File: src/rtl/fabric_cfg_pkg.sv
// Shared types and constants for the MeshOfTree configuration sequencer.
package fabric_cfg_pkg;

  typedef enum logic [2:0] {
    ST_IDLE       = 3'd0,
    ST_LOAD_WAIT  = 3'd1,
    ST_LOAD_HOLD  = 3'd2,
    ST_RUN_IDLE   = 3'd3,
    ST_RUN_SETTLE = 3'd4,
    ST_RUN_RESULT = 3'd5
  } state_e;

  // Side slots inside the packed pad vectors {left,bottom,right,top}.
  localparam int SIDE_TOP    = 0;
  localparam int SIDE_RIGHT  = 1;
  localparam int SIDE_BOTTOM = 2;
  localparam int SIDE_LEFT   = 3;

  localparam int CSUM_W = 32;

  function automatic int max_int(input int a, input int b);
    return (a > b) ? a : b;
  endfunction

endpackage

File: src/rtl/fabric_cycle_timer.sv
// Loadable down-counter; done is high during the last counted cycle.
module fabric_cycle_timer #(
  parameter int W = 4
) (
  input  logic         clock,
  input  logic         reset,
  input  logic         load,
  input  logic [W-1:0] load_val,
  output logic [W-1:0] count,
  output logic         done
);

  logic [W-1:0] cnt_q, cnt_d;

  always_comb begin
    cnt_d = cnt_q;
    if (load)             cnt_d = load_val;
    else if (cnt_q != '0) cnt_d = cnt_q - 1'b1;
  end

  always_ff @(posedge clock) begin
    if (reset) cnt_q <= '0;
    else       cnt_q <= cnt_d;
  end

  assign count = cnt_q;
  assign done  = (cnt_q == W'(1));

endmodule

File: src/rtl/fabric_cfg_sequencer.sv
// Streams config words into the fabric, then runs vector/result exchanges.
// Optional build macro CFG_CHECKSUM_EN adds a running checksum of accepted words.
module fabric_cfg_sequencer
  import fabric_cfg_pkg::*;
#(
  parameter int ADDR_W        = 15,
  parameter int DATA_W        = 8,
  parameter int NUM_WORDS     = 34878,
  parameter int HOLD_CYCLES   = 4,
  parameter int PAD_W         = 8,
  parameter int SETTLE_CYCLES = 10,
  localparam int CNT_W        = $clog2(NUM_WORDS + 1),
  localparam int VEC_W        = 4 * PAD_W
) (
  input  logic              clock,
  input  logic              reset,
  input  logic              start,
  input  logic              cfg_valid,
  output logic              cfg_ready,
  input  logic [ADDR_W-1:0] cfg_addr,
  input  logic [DATA_W-1:0] cfg_data,
  output logic              fab_conf,
  output logic [ADDR_W-1:0] fab_address,
  output logic [DATA_W-1:0] fab_data,
  output logic              fab_clk_en,
  output logic              cfg_done,
  output logic [CNT_W-1:0]  cfg_count,
  output logic [CSUM_W-1:0] cfg_checksum,
  input  logic              vec_valid,
  output logic              vec_ready,
  input  logic [VEC_W-1:0]  vec_in,
  output logic [VEC_W-1:0]  fab_inpads,
  input  logic [VEC_W-1:0]  fab_outpads,
  output logic              res_valid,
  input  logic              res_ready,
  output logic [VEC_W-1:0]  res_out
);

  localparam int TMR_W = $clog2(max_int(HOLD_CYCLES, SETTLE_CYCLES) + 1);
  localparam logic [CNT_W-1:0] NW       = CNT_W'(NUM_WORDS);
  localparam logic [TMR_W-1:0] HOLD_LD  = TMR_W'(HOLD_CYCLES);
  localparam logic [TMR_W-1:0] SETTL_LD = TMR_W'(SETTLE_CYCLES);

  state_e            state_q, state_d;
  logic              conf_q, conf_d;
  logic [ADDR_W-1:0] addr_q, addr_d;
  logic [DATA_W-1:0] data_q, data_d;
  logic              clk_en_q, clk_en_d;
  logic              done_q, done_d;
  logic [CNT_W-1:0]  count_q, count_d;
  logic [VEC_W-1:0]  inpads_q, inpads_d;
  logic [VEC_W-1:0]  res_q, res_d;

  logic              tmr_load;
  logic [TMR_W-1:0]  tmr_val, tmr_count;
  logic              tmr_done;
  logic              cfg_accept;

  fabric_cycle_timer #(.W(TMR_W)) u_timer (
    .clock    (clock),
    .reset    (reset),
    .load     (tmr_load),
    .load_val (tmr_val),
    .count    (tmr_count),
    .done     (tmr_done)
  );

  assign cfg_accept = (state_q == ST_LOAD_WAIT) && cfg_valid;

  always_comb begin
    state_d  = state_q;
    addr_d   = addr_q;
    data_d   = data_q;
    clk_en_d = clk_en_q;
    done_d   = done_q;
    count_d  = count_q;
    inpads_d = inpads_q;
    res_d    = res_q;
    tmr_load = 1'b0;
    tmr_val  = HOLD_LD;
    // Strobe is registered: timer still at its load value means first hold cycle.
    conf_d   = (state_q == ST_LOAD_HOLD) && (tmr_count == HOLD_LD);
    case (state_q)
      ST_IDLE: if (start) state_d = ST_LOAD_WAIT;
      ST_LOAD_WAIT: if (cfg_valid) begin
        addr_d   = cfg_addr;
        data_d   = cfg_data;
        if (count_q != NW) count_d = count_q + 1'b1;
        tmr_load = 1'b1;
        state_d  = ST_LOAD_HOLD;
      end
      ST_LOAD_HOLD: if (tmr_done) begin
        if (count_q == NW) begin
          done_d   = 1'b1;
          clk_en_d = 1'b1;
          state_d  = ST_RUN_IDLE;
        end else begin
          state_d  = ST_LOAD_WAIT;
        end
      end
      ST_RUN_IDLE: if (vec_valid) begin
        inpads_d = vec_in;
        tmr_load = 1'b1;
        tmr_val  = SETTL_LD;
        state_d  = ST_RUN_SETTLE;
      end
      ST_RUN_SETTLE: if (tmr_done) begin
        res_d   = fab_outpads;
        state_d = ST_RUN_RESULT;
      end
      ST_RUN_RESULT: if (res_ready) state_d = ST_RUN_IDLE;
      default: state_d = ST_IDLE;
    endcase
  end

  always_ff @(posedge clock) begin
    if (reset) begin
      state_q  <= ST_IDLE;
      conf_q   <= 1'b0;
      addr_q   <= '0;
      data_q   <= '0;
      clk_en_q <= 1'b0;
      done_q   <= 1'b0;
      count_q  <= '0;
      inpads_q <= '0;
      res_q    <= '0;
    end else begin
      state_q  <= state_d;
      conf_q   <= conf_d;
      addr_q   <= addr_d;
      data_q   <= data_d;
      clk_en_q <= clk_en_d;
      done_q   <= done_d;
      count_q  <= count_d;
      inpads_q <= inpads_d;
      res_q    <= res_d;
    end
  end

`ifdef CFG_CHECKSUM_EN
  logic [CSUM_W-1:0] csum_q, csum_d;

  always_comb begin
    csum_d = csum_q;
    if (cfg_accept) csum_d = csum_q + CSUM_W'({cfg_addr, cfg_data});
  end

  always_ff @(posedge clock) begin
    if (reset) csum_q <= '0;
    else       csum_q <= csum_d;
  end

  assign cfg_checksum = csum_q;
`else
  logic unused_accept;
  assign unused_accept = cfg_accept;
  assign cfg_checksum  = '0;
`endif

  assign cfg_ready   = (state_q == ST_LOAD_WAIT);
  assign vec_ready   = (state_q == ST_RUN_IDLE);
  assign res_valid   = (state_q == ST_RUN_RESULT);
  assign fab_conf    = conf_q;
  assign fab_address = addr_q;
  assign fab_data    = data_q;
  assign fab_clk_en  = clk_en_q;
  assign cfg_done    = done_q;
  assign cfg_count   = count_q;
  assign fab_inpads  = inpads_q;
  assign res_out     = res_q;

endmodule

File: config.mk
export PLATFORM = sky130hd
export DESIGN_NAME = fabric_cfg_sequencer
export DESIGN_NICKNAME = d
export VERILOG_FILES = /design/src/rtl/fabric_cfg_pkg.sv /design/src/rtl/fabric_cycle_timer.sv /design/src/rtl/fabric_cfg_sequencer.sv
export SDC_FILE = /design/constraint.sdc
export NUM_CORES = 1
export LEC_CHECK = 0
export BUFFER_PORTS_ARGS = -buffer_cell sky130_fd_sc_hd__buf_4
export CORE_MARGIN = 8
export CORE_UTILIZATION = 40
export CTS_BUF_LIST = sky130_fd_sc_hd__clkbuf_8 sky130_fd_sc_hd__clkbuf_16
export DETAILED_ROUTE_END_ITERATION = 10
export PLACE_DENSITY_LB_ADDON = 0.2
export SYNTH_ARGS = -nofsm -noshare
export SYNTH_HDL_FRONTEND = slang
export SYNTH_SLANG_ARGS = --single-unit
File: constraint.sdc
create_clock -name clock -period 2.1 [get_ports clock]
set_input_delay 0.315 -clock clock [delete_from_list [all_inputs] [get_ports clock]]
set_output_delay 0.315 -clock clock [all_outputs]
set_load 0.02 [all_outputs]
==> results of run 1 <==
## final cells by class
cell class | instances | area share, %
inverters | 7 | 0.410
repair buffers | 212 | 24.8
clock buffers | 10 | 3.72
clock inverters | 6 | 0.702
well taps | 143 | 2.79
flip-flops and latches | 112 | 34.9
multi-input cells | 418 | 32.6
## cells by family after synthesis
family | synth area share [%]
buffers and inverters | 9.96
other | 0.0800
flip-flops | 47.9
AND/OR/NAND/NOR | 23.8
adder cells (fa/ha/maj) | 1.34
AO/OA/AOI/OAI | 14.5
multiplexers | 1.68
XOR/XNOR | 0.748
## cells in the mapped netlist (all sizes together), types with 2 or more instances
| cell type | count | area (µm²) |
|---|---|---|
| nand2 | 187 | 704 |
| dfxtp | 112 | 2240 |
| a21oi | 100 | 500 |
| buf | 51 | 369 |
| clkbuf | 19 | 71.3 |
| nor2 | 14 | 52.6 |
| o21ai | 9 | 45.0 |
| inv | 7 | 26.3 |
| ha | 5 | 62.6 |
| mux2 | 5 | 56.3 |
| nand4 | 5 | 31.3 |
| and2 | 4 | 25.0 |
| and3 | 4 | 25.0 |
| nand3 | 4 | 20.0 |
| or3 | 4 | 25.0 |
| a311oi | 3 | 26.3 |
| a31o | 3 | 26.3 |
| nor2b | 3 | 18.8 |
| nor3 | 3 | 15.0 |
| nor4 | 3 | 40.0 |
| o311ai | 3 | 26.3 |
| and3b | 2 | 17.5 |
| and4 | 2 | 17.5 |
| and4bb | 2 | 25.0 |
| nand2b | 2 | 12.5 |
| nor3b | 2 | 20.0 |
| o41ai | 2 | 17.5 |
| xnor2 | 2 | 17.5 |
| xor2 | 2 | 17.5 |
## critical path, delay by kind of cell, from the launching register on
kind	cells	cell delay [ns]
and+or+nand+nor	3	1.00
DFF	1	0.43
muxes	1	0.31
## routing by layer
layer | wire (µm) | share of wire [%] | GRT usage (%) | up-vias
met2 | 6370 | 46 | 26.8 | 165
li1 | - | - | - | 2223
met5 | 0 | 0 | 0 | -
met4 | 278 | 2.0 | 6.87 | 0
met3 | 1150 | 8.4 | 6.30 | 22
met1 | 5920 | 43 | 19.7 | 1941
## stage by stage
step | instances | setup slack, ns | hold WS [ns] | area (µm²) | total power, mW
final | 908 | 0.249 | 0.214 | 6420 | 4.82
after global routing | 908 | 0.0977 | 0.201 | 6420 | 5.06
after CTS | 908 | 0.250 | 0.201 | 6420 | 4.87
after detailed placement | 892 | 0.268 | 0.448 | 6130 | 3.23
after global placement | 892 | 0.299 | 0.442 | 6130 | 3.22
after floorplan | 607 | 0.304 | 0.451 | 4800 | 2.96
## worst min path at each step
stage / slack, ns / depth (start not counted) / start / endpoint
CTS: 0.20 / 3 / fab_outpads[21] / res_out[21]
global placement: 0.44 / 2 / fab_inpads[8] / fab_inpads[8]
global route: 0.20 / 3 / fab_outpads[21] / res_out[21]
finish: 0.21 / 3 / vec_in[6] / fab_inpads[6]
detailed placement: 0.45 / 2 / res_out[30] / res_out[30]
floorplan: 0.45 / 2 / cfg_addr[11] / fab_address[11]
## registers in the layout, summed over array words and instances, names as in the netlist
register	cells
cfg_done	1
state_q	3
fab_inpads	32
u_timer.count	4
fab_conf	1
fab_data	8
fab_address	15
res_out	32
cfg_count	16
## power by group through the flow
stage / clock network (mW) / registers [mW] / logic, mW
CTS: 1.68 / 2.31 / 0.881
floorplan: 0 / 2.40 / 0.552
global placement: 0 / 2.35 / 0.865
finish: 1.63 / 2.31 / 0.880
global route: 1.75 / 2.33 / 0.977
detailed placement: 0 / 2.36 / 0.875
==> summary by stage, run 1 <==
Outcome
The run finished with clean final reports.

Die
Pin placement for this block handled 234 I/O pins. The core box area is 0.0114 mm². The floorplan step set the die height to 124 µm. The die covers 0.0154 mm². The number of placement rows is 39.

The initial core utilization is 41.0%. The die is 124 µm wide.

Timing
Setup repair after global routing left no endpoint under its margin. The final critical-path share of the clock period is 88.2%. The routed design could run at a clock period as short as 1.85 ns. The count of endpoints failing hold in the final timing report is 0.

The final sum of negative setup slack is 0 ns. Setup violations remaining at the end of the flow were counted as 0. The clock skew is 0.00728 ns.

The max-slew violation count is 0. Static timing analysis puts the maximum clock frequency at 540 MHz.

Synthesis
The synthesized netlist occupies a cell area of 0.00469 mm². In this run the mean area of a mapped cell was 8.13 µm². After technology mapping, the gate count stands at 576. The count of flip-flops with a built-in enable after synthesis is 0.

For this run, the register share of the synthesized area comes to 47.9%. For this run, asynchronously set or reset flops after synthesis account for 0%. The main flop type after synthesis is sky130_fd_sc_hd__dfxtp_1. Synthesis instantiated 50 different standard cells from the library. The Yosys warning count is 0. Counting flops and latches in the post-synthesis netlist gives 112.

Global route
The first global-routing pass estimated 21800 µm of wire. The number of global-route vias before repair is 4251. The residual overflow from global routing is 0. Entering global routing, the biggest net connects 47 pins. Across every metal layer, demand over resource in global routing totals 16.7%. The number of antenna violations at the first check in global routing was 0.

Worst setup path
The delay contributed by the slowest stage of the critical path is 0.45 ns. STA classifies the critical path endpoint as a flip-flop. Across all register-to-register paths, the minimum setup slack is 0.25 ns.

The worst setup path is of the reg -> reg kind. The worst endpoint required time is 2.33 ns. The largest fanout of any net on the critical path is 13. The worst register-to-register path begins at state_q[1]. The number of cells traversed by the worst register-to-register path is 4. The cell with the biggest individual delay on the critical path is sky130_fd_sc_hd__nor4_2.

Walking the worst path, the cells encountered are nand4bb_4 > nor4_2 > and3_1 > mux2_1. The endpoint arrival time on the critical path is 2.08 ns. The endpoint of the worst register-to-register path is cfg_count[15]. The capture point of the worst path is cfg_count[15]. The startpoint type of the worst setup path is a flip-flop. The launching instance or port of the critical path is state_q[1].

Cells and area
The repair_antennas step left the layout with diodes totalling 0. Relative to the synthesized area, the layout overhead comes to 36.9%. After filler insertion, the fill cell instance count of the layout stands at 1058. The layout cell share with drive strength beyond 1 is 31.5%. The final-stage net count is 858.

The most frequent standard cell in the layout excluding fill and tap cells is sky130_fd_sc_hd__buf_4. The final design utilization is 56.2%. The multi-input combinational cells in the finished layout cover a total of 0.00209 mm².

The area taken by flip-flops and latches is 0.00224 mm². In the layout the commonest cells are 212 x sky130_fd_sc_hd__buf_4, 186 x sky130_fd_sc_hd__nand2_1, 112 x sky130_fd_sc_hd__dfxtp_1.

Routing
The routed wire length is 13700 µm. Detailed routing inserted a total of 4351 vias. The first TritonRoute pass finished after 4 iterations.

The detailed router finished its first iteration with 232 violations. The total DRC errors in the routed layout is 0. In this run the remaining antenna-violating nets after routing total 0. The number of vias per cell after detailed routing is 4.79. The wire length per cell is 15.1 µm.

CTS
The count of hold buffers inserted by post-cts repair is 0. The CTS root buffer is sky130_fd_sc_hd__clkbuf_16. CTS saw 112 sinks.

The clock tree from TritonCTS is done. The later-pin clock latency in the skew report is 0.34 ns. The worst-case clock buffer depth is 2. The post-CTS clock slew at the launch and capture registers of the worst setup and hold paths is 0.07 ns.

In this run the number of H-tree levels came out at 3. The number of resized instances in the post-cts repair step is 0. The number of setup buffers added after CTS is 0. Clock tree synthesis inserted a total of 9 buffers.

Place
The routability congestion estimate is 0.827. The HPWL reported at the end of detailed placement is 10300 µm. Buffers placed on the I/O ports in this run total 201.

Hold path
The type of the tightest min-delay check is in -> reg.

Power
The cell-internal power is 3.47 mW. The share of total power dissipated in the clock network is 33.8%. The power per cell area is 751 mW/mm². In this run, flip-flops and latches consume 48.0% of the power. For this design the static power due to leakage is 2.74 nW. The worst ir drop on vdd is 0.000375 V. The net switching power figure is 1.35 mW. Per report_power, the combinational group accounts for 18.3% of the total. The switching share of power is 28.1%.

Run
The count of maximum capacitance violations is 0.
Note: power is estimated with default switching activity, not from simulation.
==> run 2, diff against run 1 <==
--- a/config.mk
+++ b/config.mk
@@ -8,3 +8,3 @@
 export BUFFER_PORTS_ARGS = -buffer_cell sky130_fd_sc_hd__buf_4
-export CORE_MARGIN = 8
+export CORE_MARGIN = 2
 export CORE_UTILIZATION = 40
--- a/constraint.sdc
+++ b/constraint.sdc
@@ -3,2 +3,2 @@
 set_output_delay 0.315 -clock clock [all_outputs]
-set_load 0.02 [all_outputs]
+set_load 0.005 [all_outputs]
==> run 2 against run 1 <==
  * Utilization is 0.21 points higher
  * Count of clock-buffer cells in the layout stayed put
  * Via count is 1.0% higher
  * Sequential share of layout area is 0.13 points lower
  * Worst setup slack better by 0.036 ns
  * Cell count is 0.11% higher
  * Register-to-register slack better by 0.04 ns
  * Critical path type unchanged
  * Largest cell class unchanged
==> summary by stage, run 2 (synthesis gave the netlist of run 1 again) <==
Cells and area
The layout cell share with drive strength beyond 1 is 31.5% (-0.041 points). The post-route cell area is 0.00644 mm² (+0.37%). The number of fill cells in the layout is 1058 (unchanged). The top cell types in the final layout, fill and taps aside, are 211 x sky130_fd_sc_hd__buf_4, 186 x sky130_fd_sc_hd__nand2_1, 112 x sky130_fd_sc_hd__dfxtp_1.

The count of antenna diodes in the layout is 0 (unchanged). The final design utilization was 56.4% (+0.21 points). The non-filler instance count after layout is 909 (+0.11%). From synthesis to final layout, the design area changed by 37.4%. The final-stage net count is 859 (+0.12%). The most frequent standard cell in the layout excluding fill and tap cells is sky130_fd_sc_hd__buf_4.

CTS
The clock tree from TritonCTS is done. The post-CTS clock slew at the launch and capture registers of the worst setup and hold paths is 0.07 ns (about the same). The later-pin clock latency in the skew report is 0.34 ns (about the same). The CTS root buffer is sky130_fd_sc_hd__clkbuf_16.

The number of setup buffers added after CTS came to 0 (unchanged). The maximum level of the CTS H-tree is 3 (unchanged). The worst-case clock buffer depth is 2 (unchanged). The count of hold buffers inserted by post-cts repair is 0 (unchanged).

The number of resized instances in the post-cts repair step was 0 (unchanged). The TritonCTS sink count is 112 (unchanged). The CTS buffer count is 9 (unchanged).

Global route
The global routing met2 resource utilization came to 30.0% (+3.2 points). The fraction of met3 tracks used by global routing is 4.48% (-1.8 points). The global routing usage on met1 was 22.4% (+2.7 points). The number of global-route vias before repair is 3928 (-7.6%).

The aggregate global-route resource usage is 18.2% (+1.4 points). The residual overflow from global routing was 0 (unchanged). The most heavily used metal layer in global routing is met2. The number of antenna violations at the first check in global routing came to 0 (unchanged).

The largest net degree at the start of global routing is 52 (+11%). The first-pass GRT wire length was 18800 µm (-14%).

Timing
The max-slew violation count is 0 (unchanged). The worst hold margin is 0.215 ns (+0.00147 ns). The final critical-path share of the clock period was 86.4% (-1.7 points). The final sum of negative setup slack is 0 ns (unchanged).

The time the worst path needs with I/O delays and setup is 1.81 ns (-0.0363 ns). The post-layout worst setup margin is 0.285 ns (+0.0363 ns). Setup repair after global routing left no endpoint under its margin. The count of endpoints failing hold in the final timing report is 0 (unchanged). The clock skew was 0.00510 ns (-0.00218 ns).

The number of setup violations in the final report is 0 (unchanged). The highest clock rate is 551 MHz (+2.0%).

Worst setup path
The worst endpoint required time came to 2.33 ns (about the same). The startpoint type of the worst setup path is a flip-flop. The number of cells traversed by the worst register-to-register path is 4 (unchanged). In this run the critical register-to-register path is captured at cfg_count[15]. The kind of end point of the critical path is a flip-flop.

The internal reg-to-reg setup slack is 0.29 ns (+0.04 ns). The worst flop-to-flop path startpoint is cfg_count[6]. The endpoint arrival time on the critical path is 2.05 ns (-0.03 ns).

The largest fanout of any net on the critical path was 6 (-7). The critical path is of the reg -> reg type.

Hold path
The instance count along the most critical hold path came to 3 (unchanged). The type of the tightest min-delay check is in -> reg. The path with the worst hold slack has its endpoint at fab_data[5]. The worst hold path begins at cfg_data[5].

Place
The placed cell count is 893 (+0.11%). The HPWL reported at the end of detailed placement is 8870 µm (-14%). The routability congestion estimate is 0.812 (-1.9%). The worst setup slack before clock tree synthesis is 0.291 ns (+0.0225 ns). The placed standard-cell area is 0.00616 mm² (+0.53%). The total of buffers placed on input and output ports was 201 (unchanged).

Die
The vertical die dimension is 112 µm (-9.7%). The horizontal extent of the die came to 112 µm (-9.7%). The number of placement rows is 39 (unchanged). The die area was 0.0126 mm² (-18%). The top-level I/O count is 234 (unchanged).

The initial core utilization is 41.0% (unchanged). The core box area came to 0.0114 mm² (unchanged).

Power
The worst ir drop on vdd is 0.000533 V (+42%). The power per cell area was 725 mW/mm² (-3.4%). The post-route total power came to 4.67 mW (-3.1%). The standby leakage power is 2.75 nW (+0.46%).

Routing
The DRC violation total after the first TritonRoute iteration came to 289 (+25%). The number of nets with antenna violations after routing is 0 (unchanged). The total DRC errors in the routed layout is 0 (unchanged).

The number of vias per cell after detailed routing is 4.84 (+0.92%). The first-pass iteration count of the detailed router is 4 (unchanged). The total vias in the final route is 4396 (+1.0%).

The wire length per cell is 13.3 µm (-12%). The routed wire length was 12100 µm (-12%).

Run
The count of maximum capacitance violations is 0 (unchanged).

Outcome
The flow ran to the end, and the final reports show no timing, DRC or antenna violations.
run 2: worst max path at each step:
stage,startpoint,endpoint,slack [ns]
after floorplan,cfg_count[0],cfg_count[4],0.43
after global placement,cfg_count[6],cfg_count[15],0.34
after detailed placement,u_timer.count[1],res_out[7],0.29
after CTS,u_timer.count[1],res_out[7],0.27
after global routing,u_timer.count[1],res_out[19],0.11
final,cfg_count[6],cfg_count[15],0.29
run 2: power by group:
| group | internal, mW | total [mW] | switching [mW] | leakage, nW |
|---|---|---|---|---|
| combinational | 0.405 | 0.788 | 0.383 | 1.71 |
| clock | 0.832 | 1.58 | 0.752 | 0.137 |
| sequential | 2.22 | 2.30 | 0.0777 | 0.905 |
| total | 3.46 | 4.67 | 1.21 | 2.75 |
run 2: routing by layer:
layer | share of wire [%] | vias to the layer above | wire length [µm]
met2 | 48 | 185 | 5760
met4 | 2.6 | 0 | 319
li1 | - | 2217 | -
met1 | 42 | 1966 | 5100
met5 | 0 | - | 0
met3 | 7.5 | 28 | 902
run 2: layout make-up:
type / count / area [µm²] / share of cell area, %
timing repair buffer: 213 / 1620 / 25.2
clock buffer: 10 / 239 / 3.71
multi-input combinational: 418 / 2090 / 32.5
sequential: 112 / 2240 / 34.8
tap: 143 / 179 / 2.78
inverter: 7 / 26.3 / 0.408
clock inverter: 6 / 36.3 / 0.563
run 2: worst max-delay path, stage by stage, from the launching register on:
cell and delay, ns:
sky130_fd_sc_hd__dfxtp_1 0.44, sky130_fd_sc_hd__nand4_1 0.23, sky130_fd_sc_hd__nor4_2 0.47, sky130_fd_sc_hd__and3_1 0.25
sky130_fd_sc_hd__mux2_1 0.31
==> run 3, diff against run 2 <==
SKIP_LAST_GASP = 1   (was unset)
SYNTH_HIERARCHICAL = 1   (was unset)
==> run 3 against run 2 <==
  * Combinational power shrank 7.4%
  * Synthesized cell count decreased by 0.17%
  * Die area is 2.1% lower
  * Global-route usage is 0.97 points higher
  * Count of clock-buffer cells in the layout increased by 1
  * Highest routed layer unchanged
  * Non-clock buffer count increased by 4
  * Critical path type unchanged
  * Critical endpoint is now res_out[20]
  * Design area rose by 0.58%
  * Clock skew about the same
  * First-iteration DRC count fell by 29%
==> summary by stage, run 3 <==
Place
The total of buffers placed on input and output ports came to 201 (unchanged). The routability congestion estimate came to 0.837 (+3.1%). The HPWL reported at the end of detailed placement came to 8820 µm (-0.48%).

CTS
The count of hold buffers inserted by post-cts repair was 0 (unchanged). In this run the clock root is driven by a sky130_fd_sc_hd__clkbuf_16. The clock tree from TritonCTS is done. The post-CTS clock slew at the launch and capture registers of the worst setup and hold paths is 0.07 ns (about the same). The number of resized instances in the post-cts repair step came to 0 (unchanged). The later-pin clock latency in the skew report is 0.35 ns (about the same). The TritonCTS sink count came to 112 (unchanged). The maximum level of the CTS H-tree is 3 (unchanged). The CTS buffer count is 9 (unchanged). The number of setup buffers added after CTS was 0 (unchanged). The worst-case clock buffer depth is 2 (unchanged).

Power
The combinational power share was 15.4% (-1.5 points). The switching share of power is 24.6% (-1.4 points). The standby leakage power is 2.76 nW (+0.30%). The fraction of power consumed by the clock network is 36.5% (+2.6 points). The cell-internal power was 3.57 mW (+3.4%). The worst ir drop on vdd is 0.000502 V (-5.9%). The power share of the sequential group is 48.1% (-1.1 points). The net switching power figure is 1.16 mW (-4.0%).

The power per cell area was 731 mW/mm² (+0.86%).

Routing
The total DRC errors in the routed layout was 0 (unchanged). The wire length per cell came to 13.2 µm (-0.52%). The number of nets with antenna violations after routing came to 0 (unchanged).

The DRC violation total after the first TritonRoute iteration came to 206 (-29%). The total vias in the final route is 4425 (+0.66%). The first-pass iteration count of the detailed router came to 7 (+3). The routed wire length is 12100 µm (+0.14%). The number of vias per cell after detailed routing is 4.84 (about the same).

Timing
The number of setup violations in the final report was 0 (unchanged). The worst hold margin is 0.208 ns (-0.00763 ns). The count of endpoints failing hold in the final timing report came to 0 (unchanged). The clock skew is 0.00538 ns (+0.000285 ns). The final sum of negative setup slack is 0 ns (unchanged). The slew at the pin closest to its max-slew limit is 0.603 ns.

The highest clock rate was 515 MHz (-6.6%). The max-slew violation count is 0 (unchanged). Headroom to the max-slew limit came out at 59.7%. The final critical-path share of the clock period is 92.5% (+6.1 points). Setup repair after global routing left no endpoint under its margin. The time the worst path needs with I/O delays and setup came to 1.94 ns (+0.128 ns).

Global route
The residual overflow from global routing is 0 (unchanged). The aggregate global-route resource usage is 19.1% (+0.97 points). The number of global-route vias before repair is 4113 (+4.7%). The number of antenna violations at the first check in global routing came to 0 (unchanged). The largest net degree at the start of global routing was 49 (-5.8%). The first-pass GRT wire length is 19300 µm (+2.6%).

Synthesis
The number of distinct library cell variants in the gate-level netlist after synthesis is 47 (-6.0%). The area share of the largest cell type after synthesis is 48.9% (+1.0 points). The most used standard cell by instance count after synthesis is sky130_fd_sc_hd__nand2_1.

The share of the yosys chip area belonging to registers came to 48.9% (+1.0 points). For this run, the leading register cell type out of synthesis is sky130_fd_sc_hd__dfxtp_1. The synthesized area divided by synthesized cell count is 7.98 µm² (-2.0%).

In the synthesized netlist, the cells that appear most often are 188 x sky130_fd_sc_hd__nand2_1, 112 x sky130_fd_sc_hd__dfxtp_1, 99 x sky130_fd_sc_hd__a21oi_1. The flip-flop and latch count after synthesis is 112 (unchanged). The area of the mapped netlist was 0.00459 mm² (-2.1%). Ranked by total cell area, the synthesized netlist is headed by sky130_fd_sc_hd__dfxtp_1 49%, sky130_fd_sc_hd__nand2_1 15%, sky130_fd_sc_hd__a21oi_1 11%, sky130_fd_sc_hd__buf_4 5.4%, sky130_fd_sc_hd__clkbuf_1 2.5%. The Yosys warning count came to 6 (+6). The async set-reset flop share out of synthesis is 0% (unchanged). The count of flip-flops with a built-in enable after synthesis is 0 (unchanged). The post-synthesis instance total was 575 (-0.17%). The synthesized design spends more area on one cell type than any other, namely sky130_fd_sc_hd__dfxtp_1.

Worst setup path
In this run the critical register-to-register path is captured at res_out[20]. The number of cells traversed by the worst register-to-register path came to 7 (+3). The cell with the biggest individual delay on the critical path is sky130_fd_sc_hd__nor3b_1. The delay contributed by the slowest stage of the critical path was 0.51 ns (+0.04 ns).

The worst setup path is captured at a flip-flop. The internal reg-to-reg setup slack is 0.16 ns (-0.13 ns). The worst flop-to-flop path startpoint is u_timer/count[1]. The critical path goes through inv_1 > ha_1 > nor3b_1 > and3b_1 > buf_12 > nand2_1 > a21oi_1.

The endpoint arrival time on the critical path is 2.22 ns (+0.17 ns). The startpoint type of the worst setup path is a flip-flop. The worst endpoint required time is 2.37 ns (+0.04 ns). The critical path start-end classification is reg -> reg.

The largest fanout of any net on the critical path is 32 (+26).

Die
The vertical die dimension is 111 µm (-1.0%). The die area is 0.0123 mm² (-2.1%). The initial core utilization came to 40.5% (-0.53 points). The horizontal extent of the die came to 111 µm (-1.0%). The number of placement rows came to 39 (unchanged). The top-level I/O count is 234 (unchanged). The core box area is 0.0113 mm² (-0.85%).

Hold path
The instance count along the most critical hold path is 3 (unchanged). The worst hold path belongs to the class in -> reg. The worst min-delay path startpoint is fab_outpads[30]. The hold path endpoint is res_out[30].

Cells and area
From synthesis to final layout, the design area changed by 41.3%. Leaving out fill and tap cells, the most frequent cell in the layout is sky130_fd_sc_hd__buf_4. The top cell types in the final layout, fill and taps aside, are 214 x sky130_fd_sc_hd__buf_4, 188 x sky130_fd_sc_hd__nand2_1, 112 x sky130_fd_sc_hd__dfxtp_1. The final-stage net count was 865 (+0.70%).

The layout cell share with drive strength beyond 1 is 31.0% (-0.50 points). The count of antenna diodes in the layout is 0 (unchanged).

Run
The count of maximum capacitance violations is 0 (unchanged).

Outcome
The flow ran to the end, and the final reports show no timing, DRC or antenna violations.
==> run 3: worst max path at each step <==
stage | start | to | depth (start not counted)
finish | u_timer/count[1] | res_out[20] | 7
global route | u_timer/count[1] | res_out[20] | 7
CTS | u_timer/count[1] | res_out[20] | 7
detailed placement | u_timer/count[1] | res_out[28] | 7
global placement | cfg_count[6] | cfg_count[5] | 5
floorplan | state_q[2] | u_timer/count[2] | 8
==> run 3: layout make-up <==
class	instances	area (µm²)
timing repair buffer	217	1670
sequential	112	2240
multi-input combinational	419	2060
tap	143	179
clock buffer	11	253
inverter	8	30.0
fill	1047	4840
clock inverter	5	48.8
==> run 3: power by group through the flow <==
stage	logic, mW	clock network, mW	registers, mW
after floorplan	0.450	0	2.32
after global placement	0.717	0	2.32
after detailed placement	0.728	0	2.33
after CTS	0.733	1.78	2.28
after global routing	0.804	1.85	2.29
final	0.730	1.73	2.28
==> run 3: routing by layer <==
layer / vias up / track usage, % / part of all wire, %
met1: 2045 / 22.0 / 40
met4: 0 / 8.23 / 2.0
met2: 145 / 32.8 / 50
li1: 2218 / - / -
met3: 17 / 6.12 / 8.2
met5: - / 0 / 0
==> run 3: kinds of logic after synthesis <==
| family | after synthesis | share of synthesized area (%) |
|---|---|---|
| other | 1 | 0.0818 |
| AND/OR/NAND/NOR | 251 | 24.1 |
| XOR/XNOR | 7 | 1.34 |
| buffers and inverters | 76 | 9.17 |
| AO/OA/AOI/OAI | 120 | 14.0 |
| flip-flops | 112 | 48.9 |
| multiplexers | 3 | 0.982 |
| adder cells (fa/ha/maj) | 5 | 1.36 |
==> run 3: through the flow <==
stage	std cells	cell area, µm²	power (mW)	util, %	setup slack, ns
finish	915	6480	4.74	57.2	0.157
global placement	899	6180	3.04	54.6	0.252
detailed placement	899	6180	3.05	54.6	0.169
global route	915	6480	4.94	57.2	0.0583
CTS	915	6480	4.79	57.2	0.119
floorplan	607	4710	2.77	-	0.120
==> run 3: critical path: cells and delay by family (launching register included) <==
family	cells	cell delay, ns
flip-flops	1	0.34
buffers and inverters	2	0.31
AO/OA/AOI/OAI	1	0.16
AND/OR/NAND/NOR	3	0.91
adder cells (fa/ha/maj)	1	0.15
